File: src/rtl/cpu_types_pkg.sv
// Shared types for the two-core coherent memory bus: RAM handshake states,
// bus controller FSM states and the request classes used by arbitration.
package cpu_types_pkg;

  localparam int BUS_CPUS = 2;

  typedef enum logic [1:0] {
    FREE,
    BUSY,
    ACCESS,
    ERROR
  } ramstate_t;

  typedef enum logic [2:0] {
    IDLE,
    MEM,
    SNOOP1,
    SNOOP2,
    SUPPLY0,
    SUPPLY1,
    FILL0,
    FILL1
  } bus_state_t;

  // Ordered from highest to lowest arbitration priority.
  typedef enum logic [1:0] {
    CLS_EVICT,
    CLS_COH,
    CLS_IFETCH
  } req_class_t;

  // Round-robin pick between two requesters: the favoured core wins a tie.
  function automatic logic rr_pick(input logic [1:0] req, input logic rr);
    return req[rr] ? rr : ~rr;
  endfunction

endpackage

File: src/rtl/coherence_bus_ctrl_arbiter.sv
// bus_arbiter: combinational grant selection for the coherent bus.
// Strict priority across classes (eviction, coherent miss, ifetch), with a
// round-robin tie break between the two cores inside a class.
module bus_arbiter
  import cpu_types_pkg::*;
(
  input  logic [1:0] iren_i,
  input  logic [1:0] dren_i,
  input  logic [1:0] dwen_i,
  input  logic [1:0] cctrans_i,
  input  logic       rr_i,
  output logic       vld_o,
  output logic       gnt_o,
  output req_class_t cls_o
);

  logic [1:0] evict;
  logic [1:0] coh;

  assign evict = dwen_i & ~cctrans_i;
  assign coh   = dren_i & cctrans_i;

  // Pick the highest non-empty class, then the round-robin winner inside it.
  always_comb begin
    vld_o = 1'b1;
    gnt_o = 1'b0;
    cls_o = CLS_IFETCH;
    if (|evict) begin
      cls_o = CLS_EVICT;
      gnt_o = rr_pick(evict, rr_i);
    end else if (|coh) begin
      cls_o = CLS_COH;
      gnt_o = rr_pick(coh, rr_i);
    end else if (|iren_i) begin
      cls_o = CLS_IFETCH;
      gnt_o = rr_pick(iren_i, rr_i);
    end else begin
      vld_o = 1'b0;
    end
  end

endmodule

File: src/rtl/coherence_bus_ctrl.sv
// coherence_bus_ctrl: two-core MSI snooping bus controller in front of a
// single shared RAM port. Blocks are two words, moved one word per RAM access.
// Optional feature macro: COHERENCE_C2C_EN -- a Modified block supplied by the
// snoopee is also forwarded straight to the requester and the RAM refill is
// skipped.
module coherence_bus_ctrl
  import cpu_types_pkg::*;
#(
  parameter int CPUS = BUS_CPUS
) (
  input  logic            CLK,
  input  logic            RST,
  input  logic [CPUS-1:0] iREN,
  input  logic [31:0]     iaddr       [CPUS],
  output logic [CPUS-1:0] iwait,
  output logic [31:0]     iload       [CPUS],
  input  logic [CPUS-1:0] dREN,
  input  logic [CPUS-1:0] dWEN,
  input  logic [31:0]     daddr       [CPUS],
  input  logic [31:0]     dstore      [CPUS],
  output logic [CPUS-1:0] dwait,
  output logic [31:0]     dload       [CPUS],
  input  logic [CPUS-1:0] cctrans,
  input  logic [CPUS-1:0] ccwrite,
  output logic [CPUS-1:0] ccwait,
  output logic [CPUS-1:0] ccinv,
  output logic [31:0]     ccsnoopaddr [CPUS],
  output logic            ramREN,
  output logic            ramWEN,
  output logic [31:0]     ramaddr,
  output logic [31:0]     ramstore,
  input  logic [31:0]     ramload,
  input  ramstate_t       ramstate
);

  bus_state_t state_q, state_d;
  req_class_t cls_q, cls_d;
  logic       rr_q, rr_d;
  logic       g_q, g_d;
  logic       inv_q, inv_d;

  logic       arb_vld;
  logic       arb_gnt;
  req_class_t arb_cls;
  logic       s;
  logic       acc;

  assign s   = ~g_q;
  assign acc = (ramstate == ACCESS);

  bus_arbiter u_arb (
    .iren_i    (iREN),
    .dren_i    (dREN),
    .dwen_i    (dWEN),
    .cctrans_i (cctrans),
    .rr_i      (rr_q),
    .vld_o     (arb_vld),
    .gnt_o     (arb_gnt),
    .cls_o     (arb_cls)
  );

  // Controller state, grant, request class, latched invalidate and rr pointer.
  always_ff @(posedge CLK or posedge RST) begin
    if (RST) begin
      state_q <= IDLE;
      cls_q   <= CLS_IFETCH;
      rr_q    <= 1'b0;
      g_q     <= 1'b0;
      inv_q   <= 1'b0;
    end else begin
      state_q <= state_d;
      cls_q   <= cls_d;
      rr_q    <= rr_d;
      g_q     <= g_d;
      inv_q   <= inv_d;
    end
  end

  // Next-state logic and all bus/RAM outputs decoded from the registered state.
  always_comb begin
    state_d  = state_q;
    cls_d    = cls_q;
    rr_d     = rr_q;
    g_d      = g_q;
    inv_d    = inv_q;
    iwait    = '1;
    dwait    = '1;
    ccwait   = '0;
    ccinv    = '0;
    ramREN   = 1'b0;
    ramWEN   = 1'b0;
    ramaddr  = '0;
    ramstore = '0;
    for (int i = 0; i < CPUS; i++) begin
      iload[i]       = '0;
      dload[i]       = '0;
      ccsnoopaddr[i] = '0;
    end

    case (state_q)
      IDLE: begin
        if (arb_vld) begin
          g_d   = arb_gnt;
          cls_d = arb_cls;
          if (arb_cls == CLS_COH) begin
            state_d = SNOOP1;
            inv_d   = ccwrite[arb_gnt];
          end else begin
            state_d = MEM;
          end
        end
      end
      MEM: begin
        if (cls_q == CLS_EVICT) begin
          ramWEN   = 1'b1;
          ramaddr  = daddr[g_q];
          ramstore = dstore[g_q];
          if (acc) dwait[g_q] = 1'b0;
        end else begin
          ramREN       = 1'b1;
          ramaddr      = iaddr[g_q];
          iload[g_q]   = ramload;
          if (acc) iwait[g_q] = 1'b0;
        end
        if (acc) begin
          state_d = IDLE;
          rr_d    = ~rr_q;
        end
      end
      SNOOP1: state_d = SNOOP2;
      SNOOP2: begin
        // A snoopee holding the block Modified answers with a writeback.
        if (dWEN[s] && cctrans[s]) state_d = SUPPLY0;
        else                       state_d = FILL0;
      end
      SUPPLY0, SUPPLY1: begin
        ramWEN   = 1'b1;
        ramaddr  = daddr[s];
        ramstore = dstore[s];
        if (acc) begin
          dwait[s] = 1'b0;
`ifdef COHERENCE_C2C_EN
          dload[g_q] = dstore[s];
          dwait[g_q] = 1'b0;
`endif
          if (state_q == SUPPLY0) begin
            state_d = SUPPLY1;
          end else begin
`ifdef COHERENCE_C2C_EN
            state_d = IDLE;
            rr_d    = ~rr_q;
`else
            state_d = FILL0;
`endif
          end
        end
      end
      FILL0, FILL1: begin
        ramREN     = 1'b1;
        ramaddr    = daddr[g_q];
        dload[g_q] = ramload;
        if (acc) begin
          dwait[g_q] = 1'b0;
          if (state_q == FILL0) begin
            state_d = FILL1;
          end else begin
            state_d = IDLE;
            rr_d    = ~rr_q;
          end
        end
      end
      default: state_d = IDLE;
    endcase

    // The snoopee stays stalled from the snoop through its own writeback.
    if (state_q inside {SNOOP1, SNOOP2, SUPPLY0, SUPPLY1}) begin
      ccwait[s]      = 1'b1;
      ccinv[s]       = inv_q;
      ccsnoopaddr[s] = daddr[g_q];
    end
  end

endmodule

File: config.mk
export PLATFORM = sky130hd
export DESIGN_NAME = coherence_bus_ctrl
export DESIGN_NICKNAME = d
export VERILOG_FILES = /design/src/rtl/cpu_types_pkg.sv /design/src/rtl/coherence_bus_ctrl_arbiter.sv /design/src/rtl/coherence_bus_ctrl.sv
export SDC_FILE = /design/constraint.sdc
export NUM_CORES = 1
export LEC_CHECK = 0
export ABC_AREA = 1
export CAP_MARGIN = 20
export CORE_AREA = 2 2 195 197
export DETAILED_ROUTE_END_ITERATION = 8
export DIE_AREA = 0 0 197 199
export DONT_BUFFER_PORTS = 1
export SYNTH_ARGS = -nofsm -noshare
export SYNTH_HDL_FRONTEND = slang
export SYNTH_HIERARCHICAL = 1
export SYNTH_SLANG_ARGS = --single-unit
File: constraint.sdc
create_clock -name CLK -period 1.75 [get_ports CLK]
set_input_delay 0.525 -clock CLK [delete_from_list [all_inputs] [get_ports CLK]]
set_output_delay 0.525 -clock CLK [all_outputs]
set_load 0.005 [all_outputs]
After elaboration in Yosys (flattened, before gate mapping)
Cells that the tools add are included.
{"block": "op_classes", "n_mux": 79, "bitwise_logic": 12, "order_cmp": 10, "reduce_logical": 18, "n_eq_ne": 14}
{"cell": "$mux W32", "count": 19}
{"cell": "$mux W64", "count": 4}
{"cell": "$and A64 B64 Y64", "count": 2}
{"cell": "$pmux W32 S3", "count": 1}
{"cell": "$demux W32 S1", "count": 2}
{"cell": "$pmux W32 S2", "count": 1}
{"cell": "$mux W1", "count": 28}
{"cell": "$mux W2", "count": 12}
{"cell": "$pmux W3 S6", "count": 1}
{"cell": "$mux W3", "count": 5}
{"cell": "$eq A3 B3 Y1 const B", "count": 4}
{"cell": "$ne A2 B2 Y1 const B", "count": 5}
{"cell": "$reduce_or A2 Y1", "count": 5}
{"cell": "$lt A1 B2 Y1 const B", "count": 4}
{"cell": "$reduce_and A4 Y1", "count": 2}
{"cell": "$and A2 B2 Y2", "count": 3}
{"cell": "$eq A3 B2 Y1 const B", "count": 2}
{"cell": "$not A2 Y2", "count": 3}
{"cell": "$pmux W1 S2", "count": 3}
{"cell": "$pmux W2 S3", "count": 1}
{"cell": "$logic_and A1 B1 Y1", "count": 5}
{"cell": "$ge A2 B2 Y1 const B", "count": 2}
{"cell": "$lt A2 B1 Y1 const B", "count": 2}
{"cell": "$not A1 Y2", "count": 2}
{"cell": "other kinds (12)", "count": 15}
{"block": "word_totals", "register_bits": 8}

Logic depth before layout (Yosys ltp)
Gate-level depths: netlist of the first run.
{"block": "logic_depth", "word_depth": 8, "mapped_depth": 11}

Modules after synthesis
Netlist of the first run, hierarchy kept.
{"mod": "coherence_bus_ctrl", "n_inst": 1, "cells_per_inst": 948, "seq_area_each_um2": 201.4, "area_each_um2": 4610.7}
{"mod": "bus_arbiter", "n_inst": 1, "cells_per_inst": 22, "seq_area_each_um2": 0.0, "area_each_um2": 100.1}

Least setup slack after synthesis of the first run
Ideal clock, no wire load.
{"block": "synth_timing", "path_kind": "register to output", "startpoint": "reg cls_q[1]", "endpoint": "out iload[14] (netlist bit)", "required_time_ns": 1.225, "n_path_buf": 2, "stages_incl_launch_ff": 7, "t_arrival_ns": 1.354, "setup_slack_ns": -0.129, "cell_sequence": "dfstp_2 > nor2_1 > nor3_4 > inv_2 > buf_2 > buf_6 > nor3_2"}
{"element": "start: declaration", "line": "coherence_bus_ctrl.sv:37", "text": "req_class_t cls_q, cls_d;"}
{"element": "start signal: assignment", "line": "coherence_bus_ctrl.sv:72", "text": "cls_q <= cls_d;"}
{"element": "end: declaration", "line": "coherence_bus_ctrl.sv:16", "text": "output logic [31:0] iload [CPUS],"}

==> results.cfg, run 1 <==
[floorplanning]
ios = 504
die_y_um = 199
dieArea_sq_um = 39200
fp.coreArea_sq_um = 37130
rows = 71
initial_utilization_pct = 12.69
dieWidth_um = 197

[clock_tree]
cts_sinks = 8
cts_tree = built
cts_buffers = 3
hold_buffers = 0
insertion_delay_ns = 0.24
clockBufferDepth = 2
path_clk_slew_ns = 0.04
htreeDepth = 1
cts-root-buf = clkbuf_16

[critical_path]
reg2reg_to = rr_q$_DFFE_PP0P_
worst_setup_path_start_kind = register
rr_worst_depth = 11
rr_startpoint = state_q[1]$_DFFE_PP0P_
r2r_slack_ns = -0.03
critPathTopFamily = buffers and inverters
endpoint_kind = output port
slowest_delay_ns = 0.38
cp_cell_sequence = inv_2 -> nand2_2 -> buf_6 -> nor3_4 -> buf_6 -> clkinv_8 -> buf_12 -> buf_16 -> nor3_4
path_class = register to output port
crit_path_top_delay_cell = dfrtp_1
crit_fanout = 6
required_ns = 1.22
crit_arrival_ns = 1.77
critPathBufInv = 6

[logic_synthesis]
syn_avg_cell_area_sq_um = 4.856
ys.flop_type = dfrtp_1
seq_area_frac_synth_pct = 4.276
synth_top_area_share_pct = 18.25
async_flop_share_pct = 100.0
syn-cell-area_sq_um = 4711
synth-edff-count = 0
ys.warnings.count = 6
synth_area_leaders = nand2_1 (18%), o21ai_0 (15%), nor3_2 (10%)
synth_cell_type_count = 23
synth.most_common_cell = nand2_1
synth_seq_cells = 8
synth_nets = 1208
synth_cells = 970
netlist_top_cells_count = nand2_1 (229), o21ai_0 (137), inv_1 (113), nor2_1 (109), a21oi_1 (97)
synth.largest_area_cell = nand2_1

[power]
p_sw_share_pct = 51.83
ir_drop_mv = 0.6644
power_frac_comb_pct = 96.2
p_switching_uw = 10940
p_leak_uw = 0.005143
seqPwrFrac_pct = 1.8
clkPwrFrac_pct = 2.0
power_density_nw_per_um2 = 1813
p_int_uw = 10170

[layout]
finalInstanceArea_sq_um = 11640
area_delta_synth_final_pct = 147.1
multi_input_area_sq_um = 6140
final_util_pct = 31.35
seqCellArea_sq_um = 206.4
drive_gt1_share_pct = 55.50
nets = 1394
n_fill_cell = 3691

[routing]
drc = 0
wl_mm = 40.34
num_vias = 8315
wl_per_cell_um = 24.72
viasPerCell = 5.095
ant_nets = 0
drt_iter0_markers = 725
drt_first_pass_iters = 6

[sta]
drv_slew = 0
hold_ws_ns = 0.1465
maxSlewHeadroom_pct = 59.08
rsz0062_at_grt = yes
clock.fmax_ghz = 0.4361
tightest_slew_ns = 0.6131
setup_viol = 267
min_period_ns = 2.293
setup_slack_ns = -0.5433
hold_viol = 0
skew_ns = 0.005641
finalCritPeriodShare_pct = 131.0

[outcome]
status = finished with violations
violations = setup timing

[grt]
grt-ovfl-total = 0
grt_pass1_wl_mm = 49.82
grt_usage_pct = 17.31
antenna_found_initial = 3
grt_max_degree = 33
first_global_vias = 7385

[hold_path]
worstHoldPathType = primary input to asynchronous set/reset pin

[placed_design]
placed_area_sq_um = 6225
place_worst_setup_slack_ns = -0.3534
dp_hpwl_mm = 21.65
gp_congestion = 0.8656
io_buffer_count = 0

[run]
cap_violations = 0
==> repair_timing <==
item | in CTS | in global routing
gates resized for setup | 601 | 200
endpoints found under the hold margin | 0 | 0
setup endpoints to repair | 266 | 267
pin swaps | 64 | 51
buffers inserted | 49 | 43
gates cloned | 49 | 18
==> registers in the layout (all words and copies together), names as in the netlist <==
register / cells
state_q: 3
cls_q: 2
g_q: 1
inv_q: 1
rr_q: 1
==> how the worst max path moves through the flow <==
stage / from / to / slack [ns] / depth (start not counted)
2_1_floorplan: cls_q[1]$_DFFE_PP1P_ / iload[14] / -0.09 / 6
4_1_cts: state_q[1]$_DFFE_PP0P_ / iload[42] / -0.54 / 10
5_1_grt: state_q[1]$_DFFE_PP0P_ / iload[33] / -0.64 / 9
3_3_place_gp: cls_q[1]$_DFFE_PP1P_ / ramaddr[12] / -0.34 / 6
6_report: state_q[1]$_DFFE_PP0P_ / iload[37] / -0.54 / 9
3_5_place_dp: cls_q[1]$_DFFE_PP1P_ / ramaddr[12] / -0.35 / 6
==> worst reg2reg max path: cells and delay by family (launching register included) <==
family / cells / cell delay [ns]
xor+xnor: 1 / 0.13
buf+inv: 7 / 0.89
flops: 1 / 0.38
simple gates: 3 / 0.27
==> routing by layer <==
layer	part of all wire, %	GRT usage [%]	vias to the layer above
met1	36	20.72	3892
li1	-	-	3585
met2	47	30.19	677
met5	0	0	-
met3	11	4.781	161
met4	6.0	5.013	0
==> cells in the final DEF, fill, tap and decap left out, types with 5 or more instances in the layout <==
cell type and count:
nand3_2 29, buf_6 38, nand2_1 186, o21ai_4 5, clkbuf_16 18, nor2_4 65, buf_12 43, buf_4 98
o21ai_2 19, o21ai_0 51, nand2_2 23, nor2_1 25, nand3_1 14, dfrtp_1 5, nor2_2 20, inv_1 112
buf_8 24, nand2_4 18, bufbuf_16 7, buf_16 42, nand2_8 5, nor3_4 127, a21oi_2 42, o21ai_1 63
a21oi_1 51
==> cell families after synthesis <==
group / Yosys count / share of synthesized area (%)
and+or+nand+nor: 518 / 51.61
AOI/OAI and AO/OA: 239 / 25.68
buffers and inverters: 204 / 18.25
xor gates and xnor gates: 1 / 0.1860
DFF: 8 / 4.276
==> through the flow <==
step / instances / TNS (ns) / total power [uW]
CTS: 1587 / -98.85 / 18710
global route: 1631 / -125.78 / 22100
global placement: 1486 / -27.41 / 8869
detailed placement: 1486 / -29.21 / 9037
floorplan: 970 / -4.757 / 5890
finish: 1632 / -107.69 / 21110
==> power groups by stage <==
stage / registers [uW] / clock network (uW) / logic (uW)
floorplan: 354 / 0 / 5540
global placement: 399 / 0 / 8470
detailed placement: 397 / 0 / 8640
CTS: 363 / 414 / 17900
global route: 393 / 423 / 21300
finish: 378 / 414 / 20300
==> cell type report <==
cell class	instances	area share, %
timing repair buffer	267	35.60
inverter	118	4.042
clock buffer	4	0.6772
sequential	8	1.774
tap	474	5.095
multi-input combinational	758	52.75
antenna	3	0.06450
Power figures use the tool's default switching activity.
==> run 2, diff against run 1 <==
clock period = 2.9 ns   (was 1.75 ns; I/O delays follow)
==> run 2 against run 1 <==
Largest power group unchanged. Clock power is 39% lower. Worst hold slack better by 0.34 ns. Sequential share of layout area is 1.9 points higher. The flow now finishes without violations. Register-to-register slack better by 1.5 ns. Design area is 52% lower. Total power is 77% lower. Clock skew is 0.0032 ns lower. Core utilization is 16 points lower.
==> results.cfg, run 2 (synthesized netlist as in run 1, its figures left out) <==
[outcome]
status = completed

[grt]
grt_max_degree = 89
grt-ovfl-total = 0
first_global_vias = 4901
grt_pass1_wl_mm = 29.73
grt_usage_pct = 9.786
antenna_found_initial = 1

[placed_design]
io_buffer_count = 0
dp_hpwl_mm = 18.69
placedCellCount = 1422
gp_congestion = 0.9177

[routing]
num_vias = 6386
wl_per_cell_um = 15.61
viasPerCell = 4.475
drc = 0
drt_iter0_markers = 559
wl_mm = 22.27
drt_first_pass_iters = 7
ant_nets = 0

[power]
power_frac_comb_pct = 89.2
clkPwrFrac_pct = 5.1
p_int_uw = 1730
seqPwrFrac_pct = 5.7
power_density_nw_per_um2 = 877.2
ir_drop_mv = 0.4417
p_leak_uw = 0.002540
p_sw_share_pct = 64.77
p_switching_uw = 3180

[floorplanning]
rows = 71
dieArea_sq_um = 39200
fp.coreArea_sq_um = 37130
die_y_um = 199
ios = 504
initial_utilization_pct = 12.69
dieWidth_um = 197

[sta]
min_period_ns = 2.763
tightest_slew_ns = 0.5021
skew_ns = 0.002424
hold_viol = 0
fin_tns_setup_ns = 0
finalCritPeriodShare_pct = 95.28
rsz0062_at_grt = no
setup_viol = 0
clock.fmax_ghz = 0.3619
drv_slew = 0
maxSlewHeadroom_pct = 66.27

[layout]
multi_input_area_sq_um = 3660
final_common_cell = nand2_1
drive_gt1_share_pct = 13.76
seqCellArea_sq_um = 205.2
max_flop_register = state_q
top_regs = state_q: 3 flops, cls_q: 2 flops
final_cell_mix = nand2_1 (227), o21ai_0 (137), inv_1 (113)
largest_reg_flops = 3
n_fill_cell = 4341
area_delta_synth_final_pct = 18.83
nets = 1191
stdcell_count = 1427

[clock_tree]
clockBufferDepth = 2
path_clk_slew_ns = 0.04
cts_buffers = 3
htreeDepth = 1
cts-root-buf = clkbuf_16
insertion_delay_ns = 0.24
hold_buffers = 0
post-cts-setup-buffers = 0
cts_resized = 0
cts_sinks = 8
cts_tree = built

[critical_path]
required_ns = 2.03
r2r_slack_ns = 1.47
rr_worst_depth = 5
worst_setup_path_start_kind = register
crit_arrival_ns = 1.89
cp-startpoint = state_q[2]$_DFFE_PP0P_
rr_startpoint = state_q[2]$_DFFE_PP0P_
reg2reg_to = cls_q[0]$_DFFE_PP0P_
crit_fanout = 20
endpoint = iload[8]
path_class = register to output port
endpoint_kind = output port

[run]
cap_violations = 0

[hold_path]
worstHoldPathType = primary input to asynchronous set/reset pin
[run 2: changes by cell type in the layout (fill, tap and decap cells not counted), sizes merged]
cell,before,now
clkbuf,19,4
inv,116,118
bufbuf,7,0
diode,3,1
buf,245,64
clkinv,2,0
[run 2: through the flow]
step / worst slack, ns / instance area (sq um) / power [uW] / hold slack, ns / util (%)
floorplan: 0.6379 / 4711 / 3366 / 0.4615 / -
global placement: 0.3007 / 5509 / 4627 / 0.4841 / 14.84
detailed placement: 0.2861 / 5509 / 4625 / 0.4952 / 14.84
CTS: 0.03132 / 5588 / 4889 / 0.4989 / 15.05
global route: 0.01325 / 5598 / 5428 / 0.5141 / 15.08
finish: 0.1368 / 5598 / 4910 / 0.4823 / 15.08
[run 2: how the worst min path moves through the flow]
stage / slack [ns] / start / depth (start not counted) / endpoint
3_3_place_gp: 0.48 / cls_q[0]$_DFFE_PP0P_ / 1 / cls_q[0]$_DFFE_PP0P_
6_report: 0.48 / RST / 1 / cls_q[0]$_DFFE_PP0P_
4_1_cts: 0.50 / RST / 1 / cls_q[0]$_DFFE_PP0P_
5_1_grt: 0.51 / RST / 1 / cls_q[0]$_DFFE_PP0P_
2_1_floorplan: 0.46 / rr_q$_DFFE_PP0P_ / 1 / rr_q$_DFFE_PP0P_
3_5_place_dp: 0.50 / cls_q[0]$_DFFE_PP0P_ / 1 / cls_q[0]$_DFFE_PP0P_
[run 2: layout make-up]
type	instances	share of cell area, %
multi-input cells	758	65.38
repair buffers	64	10.95
well taps	474	10.59
inverters	118	7.957
flip-flops and latches	8	3.666
clock buffers	4	1.408
diodes	1	0.04470
[run 2: critical path, stage by stage, from the launching register on]
cell and delay, ns:
dfrtp_1 0.47, buf_4 0.20, nor3_4 0.28, inv_2 0.10, buf_4 0.23, nor3_1 0.21
buf_4 0.15
[run 2: per-layer routing]
metal  vias up  share of wire, %  GRT usage (%)
li1       3119                 -              -
met1      2890                43          13.15
met2       358                47          15.94
met3        19               9.1          2.306
met4         0               1.6          1.949
met5         -                 0              0
[run 2: power groups by stage]
stage / Sequential (uW) / Clock [uW] / Combinational (uW)
floorplan: 210 / 0 / 3160
global placement: 281 / 0 / 4350
detailed placement: 283 / 0 / 4340
CTS: 280 / 258 / 4350
global route: 295 / 262 / 4870
finish: 280 / 253 / 4380
